--- config.mk ---
export PLATFORM = sky130hd
export DESIGN_NAME = tx_streamer_block_arbiter
export DESIGN_NICKNAME = d
export VERILOG_FILES = /design/src/rtl/tx_arb_pkg.sv /design/src/rtl/rr_priority_pick.sv /design/src/rtl/tx_streamer_block_arbiter.sv
export SDC_FILE = /design/constraint.sdc
export NUM_CORES = 1
export LEC_CHECK = 0
export BUFFER_PORTS_ARGS = -buffer_cell sky130_fd_sc_hd__buf_2
export CORE_AREA = 3 3 133 135
export DETAILED_ROUTE_END_ITERATION = 10
export DIE_AREA = 0 0 136 138
export PLACE_DENSITY = 0.65
export REMOVE_ABC_BUFFERS = 1
export SLEW_MARGIN = 10
export SYNTH_ARGS = -nofsm -noshare
export SYNTH_HDL_FRONTEND = slang
export SYNTH_HIERARCHICAL = 1
export SYNTH_SLANG_ARGS = --single-unit
--- constraint.sdc ---
create_clock -name clk_sys_i -period 1.7 [get_ports clk_sys_i]
set_input_delay 0.17 -clock clk_sys_i [delete_from_list [all_inputs] [get_ports clk_sys_i]]
set_output_delay 0.17 -clock clk_sys_i [all_outputs]
set_load 0.01 [all_outputs]
--- src/rtl/tx_arb_pkg.sv ---
// tx_arb_pkg: shared state type and channel-ID width helper for the tx_streamer block arbiter.
package tx_arb_pkg;

    typedef enum logic [1:0] {IDLE, HEADER, STREAM, ABORT} t_arb_state;

    function automatic int f_log2(input int n);
        return (n <= 2) ? 1 : $clog2(n);
    endfunction

endpackage

--- src/rtl/rr_priority_pick.sv ---
// rr_priority_pick: combinational round-robin search, first requester at or above ptr with wrap.
module rr_priority_pick
    import tx_arb_pkg::*;
#(
    parameter int N  = 4,
    parameter int IW = f_log2(N)
) (
    input  logic [N-1:0]  req,
    input  logic [IW-1:0] ptr,
    output logic [IW-1:0] idx,
    output logic          found
);

    // Walk downward so the lowest offset from ptr is the final winner.
    always_comb begin
        idx   = '0;
        found = 1'b0;
        for (int i = N - 1; i >= 0; i--) begin
            if (req[(int'(ptr) + i) % N]) begin
                idx   = IW'((int'(ptr) + i) % N);
                found = 1'b1;
            end
        end
    end

endmodule

--- src/rtl/tx_streamer_block_arbiter.sv ---
// tx_streamer_block_arbiter: round-robin sharing of one tx_streamer between block sources,
// switching only on block boundaries, with optional channel-ID header and stall abort.
module tx_streamer_block_arbiter
    import tx_arb_pkg::*;
#(
    parameter int                        g_data_width    = 64,
    parameter int                        g_num_channels  = 4,
    parameter int                        g_insert_header = 1,
    parameter int                        g_block_timeout = 256,
    parameter logic [g_data_width-1:0]   g_abort_word    = '1
) (
    input  logic                                   clk_sys_i,
    input  logic                                   rst_i,
    input  logic [g_num_channels-1:0]              ch_req_i,
    input  logic [g_num_channels*g_data_width-1:0] ch_data_i,
    input  logic [g_num_channels-1:0]              ch_valid_i,
    input  logic [g_num_channels-1:0]              ch_last_i,
    output logic [g_num_channels-1:0]              ch_dreq_o,
    output logic [g_data_width-1:0]                tx_data_o,
    output logic                                   tx_valid_o,
    output logic                                   tx_last_o,
    input  logic                                   tx_dreq_i,
    output logic [f_log2(g_num_channels)-1:0]      cur_chan_o,
    output logic                                   busy_o,
    output logic                                   timeout_p_o,
    output logic                                   err_p_o
);

    localparam int N  = g_num_channels;
    localparam int W  = g_data_width;
    localparam int IW = f_log2(N);
    localparam int TW = $clog2(g_block_timeout);
    localparam logic [N-1:0] ONE = 1;

    t_arb_state    state;
    logic [IW-1:0] ptr, pick, nxt;
    logic          found, g_valid, g_last;
    logic [TW-1:0] tcnt;
    logic [W-1:0]  g_data;
    logic [N-1:0]  grant_mask;

    rr_priority_pick #(.N(N), .IW(IW)) u_pick (
        .req   (ch_req_i),
        .ptr   (ptr),
        .idx   (pick),
        .found (found)
    );

    assign g_data     = ch_data_i[cur_chan_o*W +: W];
    assign g_valid    = ch_valid_i[cur_chan_o];
    assign g_last     = ch_last_i[cur_chan_o];
    assign grant_mask = (state == STREAM) ? ONE << cur_chan_o : '0;
    assign ch_dreq_o  = tx_dreq_i ? grant_mask : '0;
    assign nxt        = (cur_chan_o == IW'(N - 1)) ? '0 : cur_chan_o + 1'b1;
    assign busy_o     = state != IDLE;

    always_ff @(posedge clk_sys_i) begin
        if (rst_i) begin
            state       <= IDLE;
            ptr         <= '0;
            cur_chan_o  <= '0;
            tcnt        <= '0;
            tx_data_o   <= '0;
            tx_valid_o  <= 1'b0;
            tx_last_o   <= 1'b0;
            timeout_p_o <= 1'b0;
            err_p_o     <= 1'b0;
        end else begin
            tx_valid_o  <= 1'b0;
            tx_last_o   <= 1'b0;
            timeout_p_o <= 1'b0;
            err_p_o     <= |(ch_valid_i & ~grant_mask);
            case (state)
                IDLE: if (found) begin
                    cur_chan_o <= pick;
                    tcnt       <= '0;
                    state      <= (g_insert_header != 0) ? HEADER : STREAM;
                end
                HEADER: if (tx_dreq_i) begin
                    tx_data_o  <= W'(cur_chan_o);
                    tx_valid_o <= 1'b1;
                    tcnt       <= '0;
                    state      <= STREAM;
                end
                // Granted words are taken regardless of tx_dreq_i; tx_streamer has slack for them.
                STREAM: if (g_valid) begin
                    tx_data_o  <= g_data;
                    tx_valid_o <= 1'b1;
                    tx_last_o  <= g_last;
                    tcnt       <= '0;
                    if (g_last) begin
                        ptr   <= nxt;
                        state <= IDLE;
                    end
                end else if (tcnt == TW'(g_block_timeout - 1)) begin
                    state <= ABORT;
                end else begin
                    tcnt <= tcnt + 1'b1;
                end
                ABORT: if (tx_dreq_i) begin
                    tx_data_o   <= g_abort_word;
                    tx_valid_o  <= 1'b1;
                    tx_last_o   <= 1'b1;
                    timeout_p_o <= 1'b1;
                    ptr         <= nxt;
                    state       <= IDLE;
                end
                default: state <= IDLE;
            endcase
        end
    end

endmodule
==> qor.txt, run 1 <==
Row cnt - 47
Number of CTS-inserted buffers - 9
Sw Ratio - 35.8%
Synth Area in Adders - 1.26%
Crit-path cells - mux4_2 > nor3_4 > or4b_1 > o311ai_1
End-of-flow core utilization - 44.9%
Gate power share - 43.1%
Clk_skew - 0.00614 ns
Asr flop ratio synth - 0%
Slew HR - 70.3%
Clk pwr share - 23.9%
CTS Buffer Depth - 2
Placed Area - 7020 sq um
Final Setup Violations - 65
Overflow after GRT - 0
Final Wtd Congestion - 0.923
First-pass GRT wire length - 28800 microns
Final design area excluding fillers - 7450 sq um
Vias in the first global route - 5288
Die Y - 138 microns
CTS tree - done
Detailed-route via count - 5236
Max Cap Viol - 0
Die area - 18800 sq um
Netlist cell types - 50
Sequential share of power - 33.0%
Min Tclk post-route - 1.78 ns
Core area - 16600 sq um
Vias per cell - 5.16
Chip Width - 136 microns
Mux cell area share after synthesis - 30.5%
Failing checks - setup timing
Worst Slack Setup Final - -0.0834 ns
Worst path slowest cell - mux4_2
Clk sinks - 82
P&R area growth vs syn - 49.9%
Max IR drop VDD - 0.496 mV
N_diodes - 0
Pre-CTS setup slack - -0.0801 ns
Setup crit start kind - flop
Syn. warnings - 6
Reg clk slew, reported paths - 0.06 ns
Max-slew violations - 0
Pleak - 3.31 nW
Final HPWL DP - 14900 microns
Required @ worst endpoint - 1.94 ns
WS Path Type - reg2reg
Worst slew pin tran - 0.445 ns
WL/cell - 18.4 microns
HP Class - in2reg
Synthesized area per cell - 11.1 sq um
Critical path's largest stage delay - 0.59 ns
Commonest non-fill, non-tap cell in the layout - buf_2
GR Util All Layers - 19.3%
Net Switching - 2.74 mW
Drt pass-1 iters - 4
Mapped Cells - 447
Count of hold buffers inserted by post-cts repair - 0
Post-Synth Simple-Gate Area - 12.3%
Final Power - 7.67 mW
Final ANT Viol Nets - 0
Predominant post-synthesis flop cell - dfxtp_1
Initial Util - 30.0%
Period utilisation layout - 105%
I/O Buffers - 345
Final Non-Filler Cells - 1015
P per Cell Area - 1030 nW/um^2
Register area share after synthesis - 33.0%
Outcome - finished, violations left
Compound-Gate Fraction of Synth Area - 17.1%
Maximum fanout along the worst path - 5
IO Pins - 346
Initial antenna violation count - 0
Hold Fails Final Rpt - 0
# DRC - 0
Arrival @ worst endpoint - 2.03 ns
Maximum clock rate - 561 MHz
Crit path capture type - flop
P_int - 4.92 mW
CTS root buf - clkbuf_16
Synth Area in XOR/XNOR - 0.176%
Post-layout net count - 1066
RSZ-0062 raised after global routing - yes
# H-tree levels - 3
Most frequent cells in the layout - buf_2, dfxtp_1, nor2_1
DRT iter0 DRCs - 290
#FFs+latches synth - 82
Worst skew pair latency - 0.34 ns
Share of cells above drive strength 1 - 59.6%
Largest family of logic cells by synthesized area - multiplexers
Synthesized cell area - 4970 sq um
Largest net degree at the start of global routing - 40
Inst Count DP - 997
EDFF count, synth - 0
Post-Route WL - 18700 microns
==> worst paths after layout <==
check	from	end	slack [ns]	depth (start not counted)
max	cur_chan_o[0]	tcnt[0]	-0.08	4
min	tx_dreq_i	timeout_p_o	0.18	3
max reg2reg	cur_chan_o[0]	tcnt[0]	-0.08	4
min reg2reg	tx_data_o[51]	tx_data_o[51]	0.45	1
==> power groups by stage <==
stage	clock, mW	sequential [mW]	combinational [mW]
global placement	0	2.56	3.16
floorplan	0	2.96	1.47
CTS	1.90	2.52	3.32
global route	1.98	2.58	3.60
finish	1.83	2.53	3.30
detailed placement	0	2.56	3.20
==> kinds of logic (layout without fill, tap and decap cells) <==
logic type / count (synthesis) / in the layout
AO/OA/AOI/OAI: 106 / 106
flip-flops: 82 / 82
adder cells (fa/ha/maj): 5 / 5
AND/OR/NAND/NOR: 132 / 132
buffers and inverters: 52 / 400
XOR/XNOR: 1 / 1
multiplexers: 69 / 69
==> metrics by stage <==
stage | setup TNS [ns] | hold slack (ns)
after detailed placement | -3.60 | 0.441
after CTS | -3.55 | 0.155
after global routing | -8.46 | 0.194
after floorplan | -272.08 | 0.239
after global placement | -2.20 | 0.441
final | -3.03 | 0.177
==> registers in the layout, summed over array words and instances, names as in the netlist <==
name,cells
tx_data_o,64
tcnt,8
cur_chan_o,2
ptr,2
state,2
err_p_o,1
timeout_p_o,1
tx_last_o,1
tx_valid_o,1
==> cell type report <==
| class | count | area (sq um) |
|---|---|---|
| flip-flops and latches | 82 | 1650 |
| clock buffers | 10 | 229 |
| inverters | 9 | 33.8 |
| repair buffers | 375 | 2090 |
| multi-input cells | 313 | 3120 |
| fillers | 1636 | 9140 |
| clock inverters | 6 | 51.3 |
| well taps | 220 | 275 |
==> cell usage after synthesis (all sizes together), types with 5 or more instances <==
| cell type | count | area (sq um) |
|---|---|---|
| dfxtp | 82 | 1640 |
| nor2 | 77 | 305 |
| mux4 | 66 | 1490 |
| o2bb2ai | 62 | 543 |
| buf | 27 | 181 |
| nand2 | 20 | 75.1 |
| clkbuf | 16 | 60.1 |
| a21oi | 13 | 65.1 |
| inv | 8 | 30.0 |
| and3 | 6 | 37.5 |
| nand2b | 6 | 37.5 |
| o21ai | 6 | 30.0 |
| ha | 5 | 62.6 |
==> layer usage <==
| layer | wire [microns] | up-vias | track usage (%) | share of wire (%) |
|---|---|---|---|---|
| met2 | 9360 | 218 | 33.2 | 50 |
| li1 | - | 2440 | - | - |
| met4 | 300 | 0 | 3.82 | 1.6 |
| met3 | 1420 | 17 | 4.32 | 7.6 |
| met1 | 7640 | 2561 | 24.7 | 41 |
| met5 | 0 | - | 0 | 0 |
==> critical path, delay by kind of cell, from the launching register on <==
kind / cells / cell delay, ns
AND/OR/NAND/NOR: 2 / 0.65
multiplexers: 1 / 0.59
flip-flops: 1 / 0.37
AO/OA/AOI/OAI: 1 / 0.08
==> repair_timing <==
action	in CTS	in global routing
buffers inserted	0	0
setup endpoints to repair	67	80
gates cloned	2	0
pin swaps	0	4
resized for setup	6	14
No activity file was read; power rests on OpenSTA's default activity.
==> run 2, diff against run 1 <==
--- a/config.mk
+++ b/config.mk
@@ -16,3 +16,4 @@
 export SYNTH_HDL_FRONTEND = slang
 export SYNTH_HIERARCHICAL = 1
 export SYNTH_SLANG_ARGS = --single-unit
+export TNS_END_PERCENT = 1
==> run 2 against run 1 <==
  * Sequential cell count did not move
  * Final area fell by 0.54%
  * Largest power group unchanged
  * Setup slack improved by 0.021 ns
  * Die area did not move
  * Combinational power barely moved
  * The run still ends with setup timing left
==> qor.txt, run 2 (synthesized netlist as in run 1, its figures left out) <==
Commonest non-fill, non-tap cell in the layout - buf_2 (unchanged)
Detailed-route via count - 5227 (was 5236)
Max Cap Viol - 0 (unchanged)
Most frequent cells in the layout - buf_2, dfxtp_1, nor2_1 (unchanged)
N_diodes - 0 (unchanged)
Min Tclk post-route - 1.76 ns (was 1.78 ns)
Row cnt - 47 (unchanged)
Slew HR - 66.9% (was 70.3%)
CTS Buffer Depth - 2 (unchanged)
WL/cell - 18.3 microns (was 18.4 microns)
Post-layout net count - 1065 (was 1066)
Max FFs per register - 64 (unchanged)
# DRC - 0 (unchanged)
Largest net degree at the start of global routing - 40 (unchanged)
Maximum clock rate - 567 MHz (was 561 MHz)
P&R area growth vs syn - 49.1% (was 49.9%)
Setup crit start kind - flop (unchanged)
IO Pins - 346 (unchanged)
Placed Area - 7020 sq um (unchanged)
Setup TNS Final - -1.57 ns (was -3.03 ns)
Arrival @ worst endpoint - 2.02 ns (was 2.03 ns)
Pleak - 3.30 nW (was 3.31 nW)
Period utilisation layout - 104% (was 105%)
Drt pass-1 iters - 6 (was 4)
Final Power - 7.63 mW (was 7.67 mW)
Reg clk slew, reported paths - 0.06 ns (about the same)
Final Setup Violations - 63 (was 65)
CTS root buf - clkbuf_16 (unchanged)
Max-slew violations - 0 (unchanged)
First-pass GRT wire length - 28500 microns (was 28800 microns)
Chip Width - 136 microns (unchanged)
Clk_skew - 0.00696 ns (was 0.00614 ns)
Vias in the first global route - 5271 (was 5288)
Share of cells above drive strength 1 - 59.4% (was 59.6%)
I/O Buffers - 345 (unchanged)
Hold Fails Final Rpt - 0 (unchanged)
Die area - 18800 sq um (unchanged)
Overflow after GRT - 0 (unchanged)
Initial Util - 30.0% (unchanged)
Top reg by flops - tx_data_o (unchanged)
Final design area excluding fillers - 7410 sq um (was 7450 sq um)
CTS tree - done (unchanged)
Vias per cell - 5.15 (was 5.16)
Die Y - 138 microns (unchanged)
Clk sinks - 82 (unchanged)
Number of CTS-inserted buffers - 9 (unchanged)
Final Wtd Congestion - 0.923 (unchanged)
Final HPWL DP - 14900 microns (unchanged)
GR Util All Layers - 19.0% (was 19.3%)
RSZ-0062 raised after global routing - yes (unchanged)
Worst slew pin tran - 0.493 ns (was 0.445 ns)
Final ANT Viol Nets - 0 (unchanged)
P per Cell Area - 1030 nW/um^2 (about the same)
# H-tree levels - 3 (unchanged)
Post-Route WL - 18500 microns (was 18700 microns)
HP Class - in2reg (unchanged)
Largest regs - tx_data_o: 64 flops, tcnt: 8 flops (unchanged)
Outcome - finished, violations left (unchanged)
Crit path capture type - flop (unchanged)
Initial antenna violation count - 0 (unchanged)
WS Path Type - reg2reg (unchanged)
DRT iter0 DRCs - 264 (was 290)
Required @ worst endpoint - 1.96 ns (was 1.94 ns)
Worst Slack Setup Final - -0.0622 ns (was -0.0834 ns)
End-of-flow core utilization - 44.7% (was 44.9%)
Worst skew pair latency - 0.34 ns (about the same)
Maximum fanout along the worst path - 32 (was 5)
Core area - 16600 sq um (unchanged)
Max IR drop VDD - 0.497 mV (was 0.496 mV)
Failing checks - setup timing (unchanged)
==> run 2: stage by stage <==
| step | std cells | setup WS (ns) | hold WS (ns) |
|---|---|---|---|
| floorplan | 404 | -3.45 | 0.239 |
| global placement | 997 | -0.0432 | 0.441 |
| detailed placement | 997 | -0.0801 | 0.441 |
| CTS | 1014 | -0.0674 | 0.155 |
| global route | 1014 | -0.154 | 0.194 |
| finish | 1014 | -0.0622 | 0.182 |
==> run 2: layout make-up <==
| type | count | area, sq um |
|---|---|---|
| clock buffers | 10 | 229 |
| flip-flops and latches | 82 | 1650 |
| clock inverters | 6 | 51.3 |
| well taps | 220 | 275 |
| repair buffers | 374 | 2060 |
| fillers | 1637 | 9180 |
| inverters | 9 | 33.8 |
| multi-input cells | 313 | 3110 |
==> run 2: timing repair <==
item / 4_1_cts / 5_1_grt
cloned: 1 / 0
endpoints found under the hold margin: 0 / 0
setup endpoints to repair: 67 / 80
setup buffers: 0 / 0
hold buffers: 0 / 0
gates resized for setup: 3 / 13
pin swaps: 1 / 2
==> run 2: routing by layer <==
layer | wire, microns | global-route usage, % | share of wire, % | vias to the layer above
met5 | 0 | 0 | 0 | -
met4 | 299 | 3.82 | 1.6 | 0
met3 | 1420 | 4.32 | 7.7 | 17
met2 | 9300 | 32.9 | 50 | 218
met1 | 7520 | 24.3 | 41 | 2552
li1 | - | - | - | 2440
==> run 2: critical path, cell delays in order, from the launching register on <==
cell and delay [ns]:
dfxtp_4 0.37, mux4_2 0.59, a21o_4 0.26, nor2_8 0.11
buf_12 0.20, o2bb2ai_1 0.14
==> run 2: worst paths after layout <==
kind                    to  cells past startpoint  slack, ns          start
min            timeout_p_o                      3       0.18      tx_dreq_i
max reg2reg  tx_data_o[58]                      5      -0.06  cur_chan_o[0]
max          tx_data_o[58]                      5      -0.06  cur_chan_o[0]
min reg2reg  tx_data_o[51]                      1       0.45  tx_data_o[51]
==> run 2: power by group <==
part / internal (mW) / leakage, nW / total [mW] / switching, mW
combinational: 1.60 / 2.51 / 3.27 / 1.67
sequential: 2.30 / 0.670 / 2.53 / 0.236
clock: 1.01 / 0.127 / 1.83 / 0.827
total: 4.90 / 3.30 / 7.63 / 2.73
